[src/rtl/vga_pkg.sv]
`default_nettype none
// ============================================================================
// Module   : vga_pkg
// Brief    : Shared 640x480@60 timing constants, colour type and test-pattern
//            palette for the VGA raster scanner.
// Revision : 1.0 - initial release
// ============================================================================
package vga_pkg;

    typedef logic [23:0] rgb_t;

    localparam int VGA_H_ACTIVE = 640;
    localparam int VGA_H_FP     = 16;
    localparam int VGA_H_SYNC   = 96;
    localparam int VGA_H_BP     = 48;
    localparam int VGA_V_ACTIVE = 480;
    localparam int VGA_V_FP     = 10;
    localparam int VGA_V_SYNC   = 2;
    localparam int VGA_V_BP     = 33;

    localparam int H_TOTAL      = VGA_H_ACTIVE + VGA_H_FP + VGA_H_SYNC + VGA_H_BP;
    localparam int V_TOTAL      = VGA_V_ACTIVE + VGA_V_FP + VGA_V_SYNC + VGA_V_BP;
    localparam int H_SYNC_START = VGA_H_ACTIVE + VGA_H_FP;
    localparam int H_SYNC_END   = H_SYNC_START + VGA_H_SYNC - 1;
    localparam int V_SYNC_START = VGA_V_ACTIVE + VGA_V_FP;
    localparam int V_SYNC_END   = V_SYNC_START + VGA_V_SYNC - 1;

    localparam rgb_t COL_WHITE   = 24'hFFFFFF;
    localparam rgb_t COL_YELLOW  = 24'hFFFF00;
    localparam rgb_t COL_CYAN    = 24'h00FFFF;
    localparam rgb_t COL_GREEN   = 24'h00FF00;
    localparam rgb_t COL_MAGENTA = 24'hFF00FF;
    localparam rgb_t COL_RED     = 24'hFF0000;
    localparam rgb_t COL_BLUE    = 24'h0000FF;
    localparam rgb_t COL_BLACK   = 24'h000000;

    // Classic colour-bar order, left to right.
    function automatic rgb_t bar_colour(input logic [2:0] idx);
        rgb_t c;
        case (idx)
            3'd0:    c = COL_WHITE;
            3'd1:    c = COL_YELLOW;
            3'd2:    c = COL_CYAN;
            3'd3:    c = COL_GREEN;
            3'd4:    c = COL_MAGENTA;
            3'd5:    c = COL_RED;
            3'd6:    c = COL_BLUE;
            default: c = COL_BLACK;
        endcase
        return c;
    endfunction

endpackage : vga_pkg
`default_nettype wire

[src/rtl/vga_scanner_if.sv]
`default_nettype none
// ============================================================================
// Module   : vga_scanner_if
// Brief    : Pixel-enable, frame-ROM address/data and DAC pin bundle of the
//            VGA scanner. master = pixel source / ROM / DAC side.
// Revision : 1.0 - initial release
// ============================================================================
interface vga_scanner_if;
    import vga_pkg::*;

    logic       i_pix_en;
    logic [9:0] o_x;
    logic [8:0] o_y;
    rgb_t       i_rgb;
    logic       o_frame_start;
    rgb_t       o_vga_rgb;
    logic       o_vga_hs;
    logic       o_vga_vs;
    logic       o_vga_blank_n;

    modport master (
        output i_pix_en, i_rgb,
        input  o_x, o_y, o_frame_start, o_vga_rgb, o_vga_hs, o_vga_vs, o_vga_blank_n
    );

    modport slave (
        input  i_pix_en, i_rgb,
        output o_x, o_y, o_frame_start, o_vga_rgb, o_vga_hs, o_vga_vs, o_vga_blank_n
    );

endinterface : vga_scanner_if
`default_nettype wire

[src/rtl/vga_axis_counter.sv]
`default_nettype none
// ============================================================================
// Module   : vga_axis_counter
// Brief    : One raster axis: wrapping position counter with active and sync
//            region decode (active, front porch, sync, back porch order).
// Revision : 1.0 - initial release
// ============================================================================
module vga_axis_counter #(
    parameter int ACTIVE = 640,
    parameter int FP     = 16,
    parameter int SYNC   = 96,
    parameter int BP     = 48
) (
    input  logic       clk,
    input  logic       rst,
    input  logic       advance,
    output logic [9:0] count,
    output logic       wrap,
    output logic       active,
    output logic       sync
);

    localparam int         TOTAL      = ACTIVE + FP + SYNC + BP;
    localparam logic [9:0] LAST       = 10'(TOTAL - 1);
    localparam logic [9:0] ACT_END    = 10'(ACTIVE);
    localparam logic [9:0] SYNC_START = 10'(ACTIVE + FP);
    localparam logic [9:0] SYNC_END   = 10'(ACTIVE + FP + SYNC - 1);

    // wrap is a one-cycle strobe so the next axis can chain off it directly.
    assign wrap   = advance && (count == LAST);
    assign active = (count < ACT_END);
    assign sync   = (count >= SYNC_START) && (count <= SYNC_END);

    always_ff @(posedge clk) begin
        if (rst) begin
            count <= 10'd0;
        end else if (advance) begin
            count <= wrap ? 10'd0 : count + 10'd1;
        end
    end

endmodule : vga_axis_counter
`default_nettype wire

[src/rtl/vga_scanner.sv]
`default_nettype none
// ============================================================================
// Module   : vga_scanner
// Brief    : 640x480@60 raster generator; addresses the frame ROMs and
//            registers returned colour with aligned sync/blank to the DAC.
//            Optional macro VGA_TEST_PATTERN_EN replaces i_rgb with 8 bars.
// Revision : 1.0 - initial release
// ============================================================================
module vga_scanner
    import vga_pkg::*;
#(
    parameter int H_ACTIVE = VGA_H_ACTIVE,
    parameter int H_FP     = VGA_H_FP,
    parameter int H_SYNC   = VGA_H_SYNC,
    parameter int H_BP     = VGA_H_BP,
    parameter int V_ACTIVE = VGA_V_ACTIVE,
    parameter int V_FP     = VGA_V_FP,
    parameter int V_SYNC   = VGA_V_SYNC,
    parameter int V_BP     = VGA_V_BP
) (
    input  logic          i_clk,
    input  logic          i_rst,
    vga_scanner_if.slave  bus
);

    logic [9:0] h_cnt;
    logic [9:0] v_cnt;
    logic       h_wrap;
    logic       v_wrap_unused;
    logic       h_act;
    logic       v_act;
    logic       h_sync;
    logic       v_sync;
    logic       act;
    rgb_t       pix_rgb;

    vga_axis_counter #(
        .ACTIVE (H_ACTIVE),
        .FP     (H_FP),
        .SYNC   (H_SYNC),
        .BP     (H_BP)
    ) u_h_axis (
        .clk     (i_clk),
        .rst     (i_rst),
        .advance (bus.i_pix_en),
        .count   (h_cnt),
        .wrap    (h_wrap),
        .active  (h_act),
        .sync    (h_sync)
    );

    // Vertical axis steps once per line, on the horizontal wrap strobe.
    vga_axis_counter #(
        .ACTIVE (V_ACTIVE),
        .FP     (V_FP),
        .SYNC   (V_SYNC),
        .BP     (V_BP)
    ) u_v_axis (
        .clk     (i_clk),
        .rst     (i_rst),
        .advance (h_wrap),
        .count   (v_cnt),
        .wrap    (v_wrap_unused),
        .active  (v_act),
        .sync    (v_sync)
    );

    assign act               = h_act & v_act;
    assign bus.o_x           = h_act ? h_cnt : 10'd0;
    assign bus.o_y           = v_act ? v_cnt[8:0] : 9'd0;
    assign bus.o_frame_start = (h_cnt == 10'd0) && (v_cnt == 10'd0) && !i_rst;

`ifdef VGA_TEST_PATTERN_EN
    localparam logic [9:0] BAR_W = 10'(H_ACTIVE / 8);
    logic unused_rgb;
    assign unused_rgb = ^bus.i_rgb;
    assign pix_rgb    = bar_colour(3'(h_cnt / BAR_W));
`else
    assign pix_rgb    = bus.i_rgb;
`endif

    // One enabled cycle from counter state to pins, matching the ROM's
    // combinational return so sync/blank stay aligned with colour.
    always_ff @(posedge i_clk) begin
        if (i_rst) begin
            bus.o_vga_rgb     <= '0;
            bus.o_vga_hs      <= 1'b1;
            bus.o_vga_vs      <= 1'b1;
            bus.o_vga_blank_n <= 1'b0;
        end else if (bus.i_pix_en) begin
            bus.o_vga_rgb     <= act ? pix_rgb : '0;
            bus.o_vga_hs      <= ~h_sync;
            bus.o_vga_vs      <= ~v_sync;
            bus.o_vga_blank_n <= act;
        end
    end

endmodule : vga_scanner
`default_nettype wire

[src/flat_wrapper.sv]
// flat-port wrapper written by rule: the top's interface ports become plain ports
module vga_scanner_flat import vga_pkg::*;
#(
    parameter int H_ACTIVE = VGA_H_ACTIVE,
    parameter int H_FP     = VGA_H_FP,
    parameter int H_SYNC   = VGA_H_SYNC,
    parameter int H_BP     = VGA_H_BP,
    parameter int V_ACTIVE = VGA_V_ACTIVE,
    parameter int V_FP     = VGA_V_FP,
    parameter int V_SYNC   = VGA_V_SYNC,
    parameter int V_BP     = VGA_V_BP
)
  (i_clk, i_rst, bus_i_pix_en, bus_i_rgb, bus_o_x, bus_o_y, bus_o_frame_start, bus_o_vga_rgb, bus_o_vga_hs, bus_o_vga_vs, bus_o_vga_blank_n);
  vga_scanner_if bus_i ();
  input  logic i_clk;
  input  logic i_rst;
  input wire logic [$bits(bus_i.i_pix_en)-1:0] bus_i_pix_en;
  input wire logic [$bits(bus_i.i_rgb)-1:0] bus_i_rgb;
  output wire logic [$bits(bus_i.o_x)-1:0] bus_o_x;
  output wire logic [$bits(bus_i.o_y)-1:0] bus_o_y;
  output wire logic [$bits(bus_i.o_frame_start)-1:0] bus_o_frame_start;
  output wire logic [$bits(bus_i.o_vga_rgb)-1:0] bus_o_vga_rgb;
  output wire logic [$bits(bus_i.o_vga_hs)-1:0] bus_o_vga_hs;
  output wire logic [$bits(bus_i.o_vga_vs)-1:0] bus_o_vga_vs;
  output wire logic [$bits(bus_i.o_vga_blank_n)-1:0] bus_o_vga_blank_n;
  assign bus_i.i_pix_en = bus_i_pix_en;
  assign bus_i.i_rgb = bus_i_rgb;
  assign bus_o_x = bus_i.o_x;
  assign bus_o_y = bus_i.o_y;
  assign bus_o_frame_start = bus_i.o_frame_start;
  assign bus_o_vga_rgb = bus_i.o_vga_rgb;
  assign bus_o_vga_hs = bus_i.o_vga_hs;
  assign bus_o_vga_vs = bus_i.o_vga_vs;
  assign bus_o_vga_blank_n = bus_i.o_vga_blank_n;
  vga_scanner #(.H_ACTIVE(H_ACTIVE), .H_FP(H_FP), .H_SYNC(H_SYNC), .H_BP(H_BP), .V_ACTIVE(V_ACTIVE), .V_FP(V_FP), .V_SYNC(V_SYNC), .V_BP(V_BP)) u_core (.i_clk(i_clk), .i_rst(i_rst), .bus(bus_i));
endmodule
[config.mk]
export PLATFORM = sky130hd
export DESIGN_NAME = vga_scanner_flat
export DESIGN_NICKNAME = d
export VERILOG_FILES = /design/src/rtl/vga_pkg.sv /design/src/rtl/vga_scanner_if.sv /design/src/rtl/vga_axis_counter.sv /design/src/rtl/vga_scanner.sv /design/src/flat_wrapper.sv
export SDC_FILE = /design/constraint.sdc
export NUM_CORES = 1
export LEC_CHECK = 0
export BUFFER_PORTS_ARGS = -buffer_cell sky130_fd_sc_hd__buf_4
export CAP_MARGIN = 20
export CORE_MARGIN = 4
export CORE_UTILIZATION = 40
export DETAILED_ROUTE_END_ITERATION = 6
export PLACE_DENSITY = 0.69
export SYNTH_ARGS = -nofsm -noshare
export SYNTH_HDL_FRONTEND = slang
export SYNTH_SLANG_ARGS = --single-unit
export TNS_END_PERCENT = 30
[constraint.sdc]
create_clock -name i_clk -period 2.3 [get_ports i_clk]
set_input_delay 0.115 -clock i_clk [delete_from_list [all_inputs] [get_ports i_clk]]
set_output_delay 0.115 -clock i_clk [all_outputs]
set_load 0.03 [all_outputs]
Yosys cells after proc, flatten, opt, wreduce, memory -nomap -nowiden:

Index checks and enable logic that the tools add are counted.
Widths: inputs -> output; s select.

* flip-flop bits (word level): 47
* input port bits: 27
* output and inout port bits: 47
* logic and storage cells: 33

* $add $sub $neg: 2
* magnitude comparators: 6
* equal/unequal tests: 2
* muxes and demuxes: 5
* bitwise logic cells: 3
* reduce and logical (&&, ||, !) cells: 9

Operators with widths (count)
* $mux 10: 3
* $mux 24: 1
* $add 10x1->10 const B: 2
* $eq 10x10->1 const B: 2
* $logic_not 10->1: 2
* $ge 10x10->1 const B: 1
* $ge 10x9->1 const B: 1
* $le 10x10->1 const B: 1
* $le 10x9->1 const B: 1
* $lt 10x10->1 const B: 1
* $lt 10x9->1 const B: 1
* $mux 9: 1
* $logic_and 1x1->1: 6
* $not 1->1: 2
* $and 1x1->1: 1
* $logic_not 1->1: 1

Longest topological paths before layout:

Gate-level depths: netlist (run 1).

* word-level depth: 4
* depth in mapped cells: 7
* depth with buffers taken out: 6

Cells and area by module:

A second synthesis (run 1) with hierarchy kept.

* cells, all modules: 242
* area total of the unflattened synthesis: 2139.6 um2

By module, submodules not included
* vga_scanner: times used 1, cells an instance 120, area an instance 1086.0 um2, seq. area each 540.5 um2
* vga_axis_counter (u_core.u_v_axis): times used 1, cells an instance 60, area an instance 533.0 um2, seq. area each 200.2 um2
* vga_axis_counter (u_core.u_h_axis): times used 1, cells an instance 62, area an instance 520.5 um2, seq. area each 200.2 um2

Least setup slack after synthesis (run 1):

OpenSTA, ideal clock, no wires.

* path kind: reg2out
* start point: register u_core.u_v_axis.count[9]
* end point: output port bus_o_frame_start
* arrival: 1864 ps
* required time: 2185 ps
* slack: 321 ps
* cell stages (with the launch flop): 4
* path buffers: 1
* cell sequence: dfxtp_1 clkbuf_1 or4_1 nor4_1

* longest elaborated chain between the ends: 3

RTL lines
* from (decl): RTL line vga_axis_counter.sv:17 `output logic [9:0] count,`
* from (signal assigned): RTL line vga_axis_counter.sv:38 `count <= wrap ? 10'd0 : count + 10'd1;`
* $logic_not 10->1: RTL line vga_scanner.sv:71 `assign bus.o_frame_start = (h_cnt == 10'd0) && (v_cnt == 10'd0) && !i_rst;`
* $logic_and 1x1->1 (2 in a row): RTL line vga_scanner.sv:71
* to (decl): RTL line flat_wrapper.sv:21 `output wire logic [$bits(bus_i.o_frame_start)-1:0] bus_o_frame_start;`

No other way between the ends.

Worst setup path in the final report (run 1):

* start point: register u_core.u_h_axis.count[0]
* end point: register u_core.u_v_axis.count[7]

* longest elaborated chain between the ends: 4

RTL lines
* from (decl): RTL line vga_axis_counter.sv:17
* from (signal assigned): RTL line vga_axis_counter.sv:38
* $eq 10x10->1 *: RTL line vga_axis_counter.sv:30 `assign wrap = advance && (count == LAST);`
* $logic_and 1x1->1 *: RTL line vga_axis_counter.sv:30
* $logic_and 1x1->1: RTL line vga_axis_counter.sv:30
* $mux 10: RTL line vga_axis_counter.sv:38

Every way passes the cells marked *; elsewhere a longest branch is shown, timed or not.
A chain may end at the register's enable or synchronous reset.

==> key figures, run 1 <==
CTS
  • Clock sinks: 47
  • Cts repair resizes: 0
  • CTS tree: done
  • Root Buffer: clkbuf_8
  • # Post-CTS Setup Buffers: 0
  • H-tree lvl count: 2
  • Clock Path Buffers: 2
  • Clock latency on the worst-skew pair: 300 ps
  • CTS buffer count: 5
  • CTS Hold Bufs: 0
  • Clk slew on worst S/H paths: approximately 90 ps

STA
  • Setup Skew: 6.798 ps
  • Max-slew headroom: 40.95%
  • Fin Setup TNS: 0 ps
  • RSZ-0062 raised after global routing: false
  • Tcrit/Tclk final: 87.68%
  • Fin worst setup slack: roughly 280 ps
  • Final Hold Vio Count: 0
  • # setup viols final: 0
  • Final min period: 2017 ps
  • Max-slew violations: 0
  • Max frequency: 495.9 MHz
  • Worst-Margin Slew: 885.1 ps

Die
  • Chip width: 80.13 um
  • Core ar.: 0.004880 sq mm
  • Rows: 25
  • # IOs: 74
  • Die Area: 0.006420 sq mm
  • Die Y: about 80 um
  • Initial cell density of the core: 42.64%

Power
  • Total power: roughly 1.7 mW
  • PD cells: 612.6 mW/mm^2
  • Pleak: 1.183 nW
  • Peak VDD IR: 275.7 uV

Layout
  • Fillers: between 400 and 500
  • Most frequent cells in the layout: 76 x buf_4, 47 x dfxtp_1, 24 x a22o_1
  • Diodes inserted: 0
  • Register area: about 940 sq um
  • Layout Area Growth over Synthesis: 32.41%
  • Layout Cells excl Fill: between 300 and 400
  • Nets@finish: 315
  • Multi-input gate area: roughly 0.0010 sq mm
  • Cell area after layout: about 0.0028 sq mm
  • Proportion of layout cells with a drive suffix above 1: 32.63%
  • Most common cell after layout, fill and taps aside: buf_4

Placement
  • DP Worst Slack: roughly 320 ps
  • Gp weighted congestion: 0.7875
  • Detailed Place HPWL: 3878 um
  • Placed Area: 0.002640 sq mm
  • Placed Cells: ~340
  • Input/output buffers: 73

GRT
  • Vias in the first global route: 1758
  • GR met2 Demand/Resource: 26.57%
  • Pin count of the biggest net entering global routing: 25
  • Grt met1 use: 21.04%
  • Gr ovfl total: 0
  • Met3 Usage GRT: under 10%
  • First-pass GRT wire length: 8335 um
  • Initial antenna violation count: 0
  • GRT Util Overall: between 15 and 20%
  • Global route hottest layer: met2

Routing
  • Routed Antenna Nets: 0
  • DRT iter0 DRCs: 48
  • DR pass1 iterations: 4
  • Via count: around 1800
  • Drt total wl: 5282 um
  • Avg WL per Cell: 15.01 um
  • DRC: 0
  • Vias per cell: about 5.2

Setup path
  • Crit path launch type: flop
  • CP Capture Type: flop
  • Worst Path Required: 2530 ps
  • CP Class: reg2reg
  • Worst-path fanout max: 10
  • Data arrival, critical path: 2250 ps

Yosys
  • Mapped Area: 0.002081 sq mm
  • Synth warn: 0
  • Syn_nets: ~250
  • Synth unique cells: just over 40
  • Synth area leaders: dfxtp_1 45%, a22o_1 10%, xor2_1 3.4%
  • Seq/Total Area, Yosys: 45.22%
  • Synth top area share: 45.22%
  • Mean Syn Cell Area: between 9 and 10 sq um
  • Number of synthesized register bits: between 40 and 50
  • Yosys top cell by area: dfxtp_1
  • Synth Instances: between 200 and 250

Outcome
  • Outcome: completed

Run
  • MaxCap Viol Count: 0

Min path
  • HP Class: in2reg
-- sequential cells by signal, summed over array words and instances (netlist names) --
name and cells:
u_core.u_h_axis.count 10, u_core.bus.o_vga_hs 1, u_core.bus.o_vga_rgb 24, u_core.bus.o_vga_vs 1, u_core.u_v_axis.count 10, u_core.bus.o_vga_blank_n 1
-- through the flow --
step                hold WS, ps  utilization [%]
floorplan                 247.6                -
global placement          330.4            54.10
detailed placement        335.0            54.10
CTS                       17.22            56.46
global route              17.20            56.46
finish                    21.15            56.46
-- metal layers --
layer,vias to the layer above,part of all wire [%]
met1,857,44
met5,-,0
met2,53,49
met3,5,6.4
met4,0,1.1
li1,916,-
-- path summary, 6_finish.rpt --
path                            startpoint  cells after the start  slack [ps]                        to
setup / recovery  u_core.u_h_axis.count[0]                      5         280  u_core.u_v_axis.count[7]
hold / removal               bus_i_rgb[12]                      2          20  u_core.bus.o_vga_rgb[12]
setup reg to reg  u_core.u_h_axis.count[0]                      5         280  u_core.u_v_axis.count[7]
hold reg to reg   u_core.bus.o_vga_blank_n                      2         480  u_core.bus.o_vga_blank_n
-- Yosys cell counts --
cell	count
a21oi_1	9
a21oi_2	1
a22o_1	24
a311oi_1	1
and2_1	11
and2_2	1
and2b_1	2
and3_1	4
and3_2	1
and4_1	4
and4b_1	2
buf_2	4
buf_4	3
buf_6	2
clkbuf_1	8
dfxtp_1	47
ha_1	4
inv_1	6
nand2_1	8
nand2b_1	4
nand3_1	10
nand4_1	8
nand4_4	1
nor2_1	9
nor2_2	2
nor2b_1	1
nor3_1	9
nor3b_1	1
nor4_1	3
nor4b_1	2
nor4bb_1	1
o21ai_0	4
o21ai_1	1
o21bai_2	1
o31ai_1	1
or2_2	1
or3_1	3
or4_1	1
or4_4	1
xnor2_1	4
xor2_1	8
-- cell type report --
class,instances,share of cell area (%)
Clock inverter,3,1.680
Clock buffer,5,2.498
Multi-Input combinational cell,148,37.10
Tap cell,67,3.043
Timing Repair Buffer,76,20.71
Inverter,6,0.8174
Sequential cell,47,34.15
-- cell families (layout without fill, tap and decap cells) --
group / after synthesis / after routing / synth area share (%)
DFF: 47 / 47 / 45.22
xor gates and xnor gates: 12 / 12 / 5.051
buffers and inverters: 23 / 90 / 5.652
adders and majority gates: 4 / 4 / 2.405
AOI/OAI and AO/OA: 42 / 42 / 15.21
and+or+nand+nor: 90 / 90 / 26.46
-- worst max-delay path, cell delays in order (launching register included) --
cell and delay (ps):
dfxtp_1 400, ha_1 190, and4_1 500, nand4_1 310, or3_1 410, a21oi_1 140
-- report_power, final --
part	switching [mW]	internal, mW
Sequential	0.0178	0.842
Clock	0.294	0.328
Combinational	0.113	0.0935
(Power assumes the default switching activity.)
==> run 2: changes to the inputs <==
CTS_CLUSTER_SIZE = 12   (was unset)
SETUP_SLACK_MARGIN = 0.3   (was unset)
==> key figures, run 2 (synthesis results as in run 1) <==
Setup path
  • Reg-to-reg slack, setup: 410 ps (was 280 ps)
  • Worst-path fanout max: 24 (was 10)
  • Worst reg2reg path depth: 4 (was 5)
  • CP Capture Type: flop (unchanged)
  • Reg2reg start: u_core.u_v_axis.count[8] (was u_core.u_h_axis.count[0])
  • Worst Path Required: 2550 ps (was 2530 ps)
  • Crit path launch type: flop (unchanged)
  • R2r endpoint: u_core.bus.o_vga_rgb[13] (was u_core.u_v_axis.count[7])
  • Data arrival, critical path: 2130 ps (was 2250 ps)
  • CP Class: reg2reg (unchanged)

Layout
  • Layout Area Growth over Synthesis: 33.49% (was 32.41%)
  • Proportion of layout cells with a drive suffix above 1: 33.68% (was 32.63%)
  • Diodes inserted: 0 (unchanged)
  • Most common cell after layout, fill and taps aside: buf_4 (unchanged)
  • Fillers: 455 (unchanged)
  • Max FFs per register: 24 (unchanged)
  • Nets@finish: 315 (unchanged)
  • Reg with most FFs: u_core.bus.o_vga_rgb (unchanged)
  • Biggest registers after layout: u_core.bus.o_vga_rgb: 24 flops, u_core.u_h_axis.count: 10 flops, u_core.u_v_axis.count: 10 flops (unchanged)
  • Most frequent cells in the layout: 76 x buf_4, 47 x dfxtp_1, 24 x a22o_1 (unchanged)
  • Cell area after layout: 0.002778 sq mm (was 0.002755 sq mm)

GRT
  • Gr ovfl total: 0 (unchanged)
  • First-pass GRT wire length: 8335 um (unchanged)
  • Pin count of the biggest net entering global routing: 25 (unchanged)
  • Initial antenna violation count: 0 (unchanged)
  • Vias in the first global route: 1758 (unchanged)
  • GRT Util Overall: 16.53% (unchanged)

Die
  • Die Y: 80.13 um (unchanged)
  • Rows: 25 (unchanged)
  • Die Area: 0.006420 sq mm (unchanged)
  • # IOs: 74 (unchanged)
  • Core ar.: 0.004880 sq mm (unchanged)
  • Initial cell density of the core: 42.64% (unchanged)
  • Chip width: 80.13 um (unchanged)

STA
  • Worst-Margin Slew: 870.0 ps (was 885.1 ps)
  • Final Hold Vio Count: 0 (unchanged)
  • Fin worst setup slack: 412.5 ps (was 283.3 ps)
  • RSZ-0062 raised after global routing: true (was false)
  • Tcrit/Tclk final: 82.06% (was 87.68%)
  • # setup viols final: 0 (unchanged)
  • Max-slew headroom: 41.95% (was 40.95%)
  • Max-slew violations: 0 (unchanged)
  • Final min period: 1887 ps (was 2017 ps)
  • Fin Setup TNS: 0 ps (unchanged)
  • Setup Skew: 8.312 ps (was 6.798 ps)
  • Max frequency: 529.8 MHz (was 495.9 MHz)

Routing
  • Drt total wl: 5292 um (was 5282 um)
  • Via count: 1812 (was 1831)
  • Avg WL per Cell: 15.03 um (was 15.01 um)
  • DRT iter0 DRCs: 49 (was 48)
  • DR pass1 iterations: 4 (unchanged)
  • Vias per cell: 5.148 (was 5.202)
  • Routed Antenna Nets: 0 (unchanged)
  • DRC: 0 (unchanged)

Power
  • PD cells: 608.7 mW/mm^2 (was 612.6 mW/mm^2)
  • Total power: 1.691 mW (was 1.688 mW)
  • Peak VDD IR: 275.5 uV (was 275.7 uV)
  • Pleak: 1.189 nW (was 1.183 nW)

CTS
  • Clock Path Buffers: 2 (unchanged)
  • Clk slew on worst S/H paths: 90 ps (about the same)
  • H-tree lvl count: 2 (unchanged)
  • CTS buffer count: 5 (unchanged)
  • CTS Hold Bufs: 0 (unchanged)
  • Root Buffer: clkbuf_8 (unchanged)
  • Clock latency on the worst-skew pair: 300 ps (about the same)
  • CTS tree: done (unchanged)
  • Clock sinks: 47 (unchanged)

Placement
  • Detailed Place HPWL: 3878 um (unchanged)
  • Gp weighted congestion: 0.7875 (unchanged)
  • DP Worst Slack: 325.0 ps (unchanged)
  • Input/output buffers: 73 (unchanged)
  • Placed Area: 0.002640 sq mm (unchanged)

Min path
  • Hold wc startpoint: bus_i_rgb[12] (unchanged)
  • Min-Delay Path Depth: 2 (unchanged)
  • Hold endpoint: u_core.bus.o_vga_rgb[12] (unchanged)
  • HP Class: in2reg (unchanged)

Outcome
  • Outcome: completed (unchanged)

Run
  • MaxCap Viol Count: 0 (unchanged)
run 2: cell count changes in the layout (fill, tap and decap cells not counted):
| cell | delta |
|---|---|
| and4_4 | +1 |
| nor4_2 | +1 |
| o21bai_2 | -1 |
| nor4b_2 | +1 |
| o21bai_4 | +1 |
| nor4b_1 | -1 |
| and4_1 | -1 |
| nor4_1 | -1 |
run 2: power breakdown:
part / internal, mW / total, mW / switching [mW]
logic: 0.0950 / 0.208 / 0.113
registers: 0.842 / 0.860 / 0.0179
clock network: 0.328 / 0.623 / 0.295
run 2: worst max path at each step:
stage / from / endpoint / slack (ps) / cells after the start
finish: u_core.u_v_axis.count[8] / u_core.bus.o_vga_rgb[13] / 410 / 4
global route: u_core.u_v_axis.count[7] / u_core.bus.o_vga_rgb[13] / 260 / 4
CTS: u_core.u_h_axis.count[0] / u_core.u_v_axis.count[7] / 300 / 5
detailed placement: u_core.u_h_axis.count[1] / u_core.u_v_axis.count[5] / 320 / 5
global placement: u_core.u_h_axis.count[0] / u_core.u_v_axis.count[4] / 330 / 5
floorplan: u_core.u_v_axis.count[9] / bus_o_frame_start / 320 / 3
run 2: repair_timing:
action                                  in CTS  in global routing
hold endpoints to repair                     0                  0
buffers inserted                             0                  0
gates resized for setup                      0                  5
endpoints found under the setup margin       0                 29
run 2: stage by stage:
step	hold slack, ps	util, %	std cells
after global routing	17.20	56.92	352
final	22.25	56.92	352
after global placement	330.4	54.10	344
after CTS	17.22	56.46	352
after detailed placement	335.0	54.10	344
after floorplan	247.6	-	218
run 2: layer usage:
metal	vias to the layer above	wire length, um	track usage [%]
met5	-	0	0
met4	0	39	5.912
met3	2	342	4.709
li1	918	-	-
met1	840	2382	21.04
met2	52	2528	26.57
run 2: area by class of cell:
class | count | area, sq um | share of cell area (%)
multi-input combinational | 148 | 1045 | 37.61
sequential | 47 | 940.9 | 33.87
timing repair buffer | 76 | 570.5 | 20.54
tap | 67 | 83.83 | 3.018
clock buffer | 5 | 68.82 | 2.477
clock inverter | 3 | 46.29 | 1.667
inverter | 6 | 22.52 | 0.8108
run 2: critical path, cell delays in order, from the launching register on:
cell and delay (ps):
dfxtp_1 380, and4_1 290, nor2_2 120, and4b_1 780
a22o_1 270
==> run 3: changes to the inputs <==
ABC_AREA = 1   (was unset)
PLACE_DENSITY = 0.7   (was 0.69)
clock period = 1.6 ns   (was 2.3 ns; I/O delays follow)
==> key figures, run 3 <==
Layout
  • Max FFs per register: 24 (unchanged)
  • Layout Cells excl Fill: 503 (was 352)
  • Proportion of layout cells with a drive suffix above 1: 51.87% (was 33.68%)
  • Layout Area Growth over Synthesis: 58.08% (was 33.49%)
  • Finished Core Util: 65.59% (was 56.92%)
  • Diodes inserted: 0 (unchanged)
  • Nets@finish: 458 (was 315)
  • Reg with most FFs: u_core.bus.o_vga_rgb (unchanged)
  • Biggest registers after layout: u_core.bus.o_vga_rgb: 24 flops, u_core.u_h_axis.count: 10 flops, u_core.u_v_axis.count: 10 flops (unchanged)
  • Most frequent cells in the layout: 78 x buf_4, 65 x nand2_1, 34 x dfxtp_1 (was 76 x buf_4, 47 x dfxtp_1, 24 x a22o_1)
  • Most common cell after layout, fill and taps aside: buf_4 (unchanged)
  • Cell area after layout: 0.003906 sq mm (was 0.002778 sq mm)

Yosys
  • Asr flop ratio synth: 0% (unchanged)
  • EDFF count, synth: 0 (unchanged)
  • Mean Syn Cell Area: 7.534 sq um (was 9.545 sq um)
  • Synth area leaders: dfxtp_1 38%, nand2_1 10%, nand3_2 8.9% (was dfxtp_1 45%, a22o_1 10%, xor2_1 3.4%)
  • Synth top cells by count: 69 x nand2_1, 47 x dfxtp_1, 46 x nor2_1 (was 47 x dfxtp_1, 24 x a22o_1, 11 x and2_1)
  • Synth top area share: 38.08% (was 45.22%)
  • Synth Flop Type: dfxtp_1 (unchanged)
  • Synth unique cells: 29 (was 41)
  • Synth Instances: 328 (was 218)
  • Number of synthesized register bits: 47 (unchanged)
  • Synth warn: 0 (unchanged)
  • Syn_nets: 359 (was 249)
  • Seq/Total Area, Yosys: 38.08% (was 45.22%)
  • Mapped Area: 0.002471 sq mm (was 0.002081 sq mm)
  • Yosys top cell by area: dfxtp_1 (unchanged)
  • Most common cell in the netlist: nand2_1 (was dfxtp_1)

Setup path
  • Data arrival, critical path: 1740 ps (was 2130 ps)
  • CP Capture Type: flop (unchanged)
  • Worst-path fanout max: 4 (was 24)
  • Worst reg2reg path depth: 9 (was 4)
  • CP Class: reg2reg (unchanged)
  • Critical path cell sequence: ha_2 -> nand3_1 -> nor2_2 -> buf_4 -> nand2_1 -> inv_1 -> nand3_1 -> nand2_1 -> nor2_1 (was and4_1 -> nor2_2 -> and4b_1 -> a22o_1)
  • Reg2reg start: u_core.u_h_axis.count[0] (was u_core.u_v_axis.count[8])
  • R2r endpoint: u_core.u_h_axis.count[8] (was u_core.bus.o_vga_rgb[13])
  • CP max stage cell: dfxtp_2 (was and4b_1)
  • Worst Path Required: 1810 ps (was 2550 ps)
  • Reg-to-reg slack, setup: 70 ps (was 410 ps)
  • Crit path launch type: flop (unchanged)
  • Crit path largest cell delay: 370 ps (was 780 ps)

Die
  • Die Y: 86.60 um (was 80.13 um)
  • Rows: 28 (was 25)
  • Chip width: 86.60 um (was 80.13 um)
  • Die Area: 0.007500 sq mm (was 0.006420 sq mm)
  • Initial cell density of the core: 41.49% (was 42.64%)
  • Core ar.: 0.005956 sq mm (was 0.004880 sq mm)
  • # IOs: 74 (unchanged)

STA
  • Max-slew headroom: 61.57% (was 41.95%)
  • Setup Skew: 8.080 ps (was 8.312 ps)
  • Max frequency: 654.1 MHz (was 529.8 MHz)
  • Fin worst setup slack: 71.18 ps (was 412.5 ps)
  • Final min period: 1529 ps (was 1887 ps)
  • Tcrit/Tclk final: 95.55% (was 82.06%)
  • # setup viols final: 0 (unchanged)
  • Final Hold Vio Count: 0 (unchanged)
  • RSZ-0062 raised after global routing: true (unchanged)
  • Max-slew violations: 0 (unchanged)
  • Worst-Margin Slew: 576.5 ps (was 870.0 ps)

CTS
  • CTS buffer count: 5 (unchanged)
  • Clock latency on the worst-skew pair: 300 ps (about the same)
  • H-tree lvl count: 2 (unchanged)
  • Clock Path Buffers: 2 (unchanged)
  • Clock sinks: 47 (unchanged)
  • Root Buffer: clkbuf_8 (unchanged)
  • Clk slew on worst S/H paths: 100 ps (was 90 ps)
  • CTS tree: done (unchanged)

Routing
  • Routed Antenna Nets: 0 (unchanged)
  • Vias per cell: 5.221 (was 5.148)
  • DRC: 0 (unchanged)
  • Avg WL per Cell: 15.04 um (was 15.03 um)
  • Drt total wl: 7567 um (was 5292 um)
  • DR pass1 iterations: 5 (was 4)
  • DRT iter0 DRCs: 178 (was 49)
  • Via count: 2626 (was 1812)

GRT
  • GRT Util Overall: 19.01% (was 16.53%)
  • Gr ovfl total: 0 (unchanged)
  • First-pass GRT wire length: 11410 um (was 8335 um)
  • Pin count of the biggest net entering global routing: 30 (was 25)
  • Vias in the first global route: 2468 (was 1758)
  • Initial antenna violation count: 0 (unchanged)

Power
  • Pleak: 1.658 nW (was 1.189 nW)
  • Switching share of power: 29.54% (was 25.21%)
  • Peak VDD IR: 445.8 uV (was 275.5 uV)
  • Internal Power: 1.706 mW (was 1.265 mW)
  • Share of power burned in registers: 50.7% (was 50.9%)
  • PD cells: 619.8 mW/mm^2 (was 608.7 mW/mm^2)
  • NetSw: 715.2 uW (was 426.2 uW)
  • Comb pwr share: 18.1% (was 12.3%)
  • Clock Power Share: 31.2% (was 36.8%)

Placement
  • Placed Area: 0.003090 sq mm (was 0.002640 sq mm)
  • Detailed Place HPWL: 4772 um (was 3878 um)
  • Gp weighted congestion: 0.8859 (was 0.7875)
  • DP Worst Slack: 39.13 ps (was 325.0 ps)
  • Placed Cells: 469 (was 344)
  • Input/output buffers: 73 (unchanged)

Min path
  • Min-Delay Path Depth: 3 (was 2)
  • Hold wc startpoint: bus_i_rgb[9] (was bus_i_rgb[12])
  • HP Class: in2reg (unchanged)
  • Hold endpoint: u_core.bus.o_vga_rgb[9] (was u_core.bus.o_vga_rgb[12])

Run
  • MaxCap Viol Count: 0 (unchanged)

Outcome
  • Outcome: completed (unchanged)
==> run 3: changes by cell type after synthesis, moves of 9 or more <==
| cell | before | now |
|---|---|---|
| a22o_1 | 24 | 0 |
| nand3_2 | 0 | 22 |
| nand3_1 | 10 | 19 |
| nand2_1 | 8 | 69 |
| nor2_1 | 9 | 46 |
| and2_1 | 11 | 0 |
| inv_1 | 6 | 29 |
| a21oi_2 | 1 | 20 |
==> run 3: stage by stage <==
stage	power (mW)	hold WS [ps]	setup TNS [ps]
final	2.421	16.98	0
after global placement	1.637	346.4	0
after CTS	2.405	10.22	0
after floorplan	1.486	223.6	0
after detailed placement	1.641	349.0	0
after global routing	2.553	1.950	-58.41
==> run 3: how the worst max path moves through the flow <==
stage | from | to | slack (ps)
3_3_place_gp | u_core.u_h_axis.count[0] | u_core.u_v_axis.count[0] | 130
2_1_floorplan | u_core.u_h_axis.count[0] | u_core.u_v_axis.count[0] | 280
3_5_place_dp | u_core.u_h_axis.count[0] | u_core.u_v_axis.count[2] | 40
5_1_grt | u_core.u_h_axis.count[1] | u_core.u_h_axis.count[8] | -20
4_1_cts | u_core.u_h_axis.count[0] | bus_o_frame_start | 30
6_report | u_core.u_h_axis.count[0] | u_core.u_h_axis.count[8] | 70
==> run 3: repair_timing <==
item | in CTS | in global routing
hold buffers | 0 | 5
endpoints found under the setup margin | 62 | 64
gates cloned | 1 | 0
gates resized for setup | 53 | 83
pin swaps | 11 | 66
setup buffers | 17 | 3
hold endpoints to repair | 0 | 5
==> run 3: critical path, delay by kind of cell (launching register included) <==
family        cells  cell delay, ps
fa+ha+maj         1             220
buf+inv           2             270
flops             1             370
simple gates      6             580
==> run 3: final cells by class <==
cell class                 instances  area (sq um)
sequential                        47         972.2
inverter                          32         127.6
tap                               75         93.84
clock inverter                     3         22.52
fill                             493          2049
clock buffer                       5         68.82
timing repair buffer             105         895.9
multi-input combinational        236          1725
==> run 3: metal layers <==
layer | wire (um) | vias to the layer above | global-route usage [%]
met1 | 2978 | 1224 | 23.90
met3 | 597 | 15 | 5.133
met4 | 160 | 0 | 7.649
met5 | 0 | - | 0
met2 | 3831 | 117 | 30.81
li1 | - | 1270 | -
==> run 3: power groups by stage <==
| stage | clock [mW] | sequential, mW | combinational [mW] |
|---|---|---|---|
| finish | 0.755 | 1.23 | 0.438 |
| global route | 0.849 | 1.23 | 0.470 |
| global placement | 0 | 1.26 | 0.377 |
| floorplan | 0 | 1.33 | 0.152 |
| detailed placement | 0 | 1.26 | 0.379 |
| CTS | 0.778 | 1.23 | 0.397 |
==> run 3: kinds of logic (layout without fill, tap and decap cells) <==
kind of cell | Yosys count | after routing | synth area share, %
buffers and inverters | 46 | 145 | 8.607
and+or+nand+nor | 184 | 185 | 38.13
DFF | 47 | 47 | 38.08
AOI/OAI and AO/OA | 47 | 47 | 13.16
adders and majority gates | 4 | 4 | 2.025
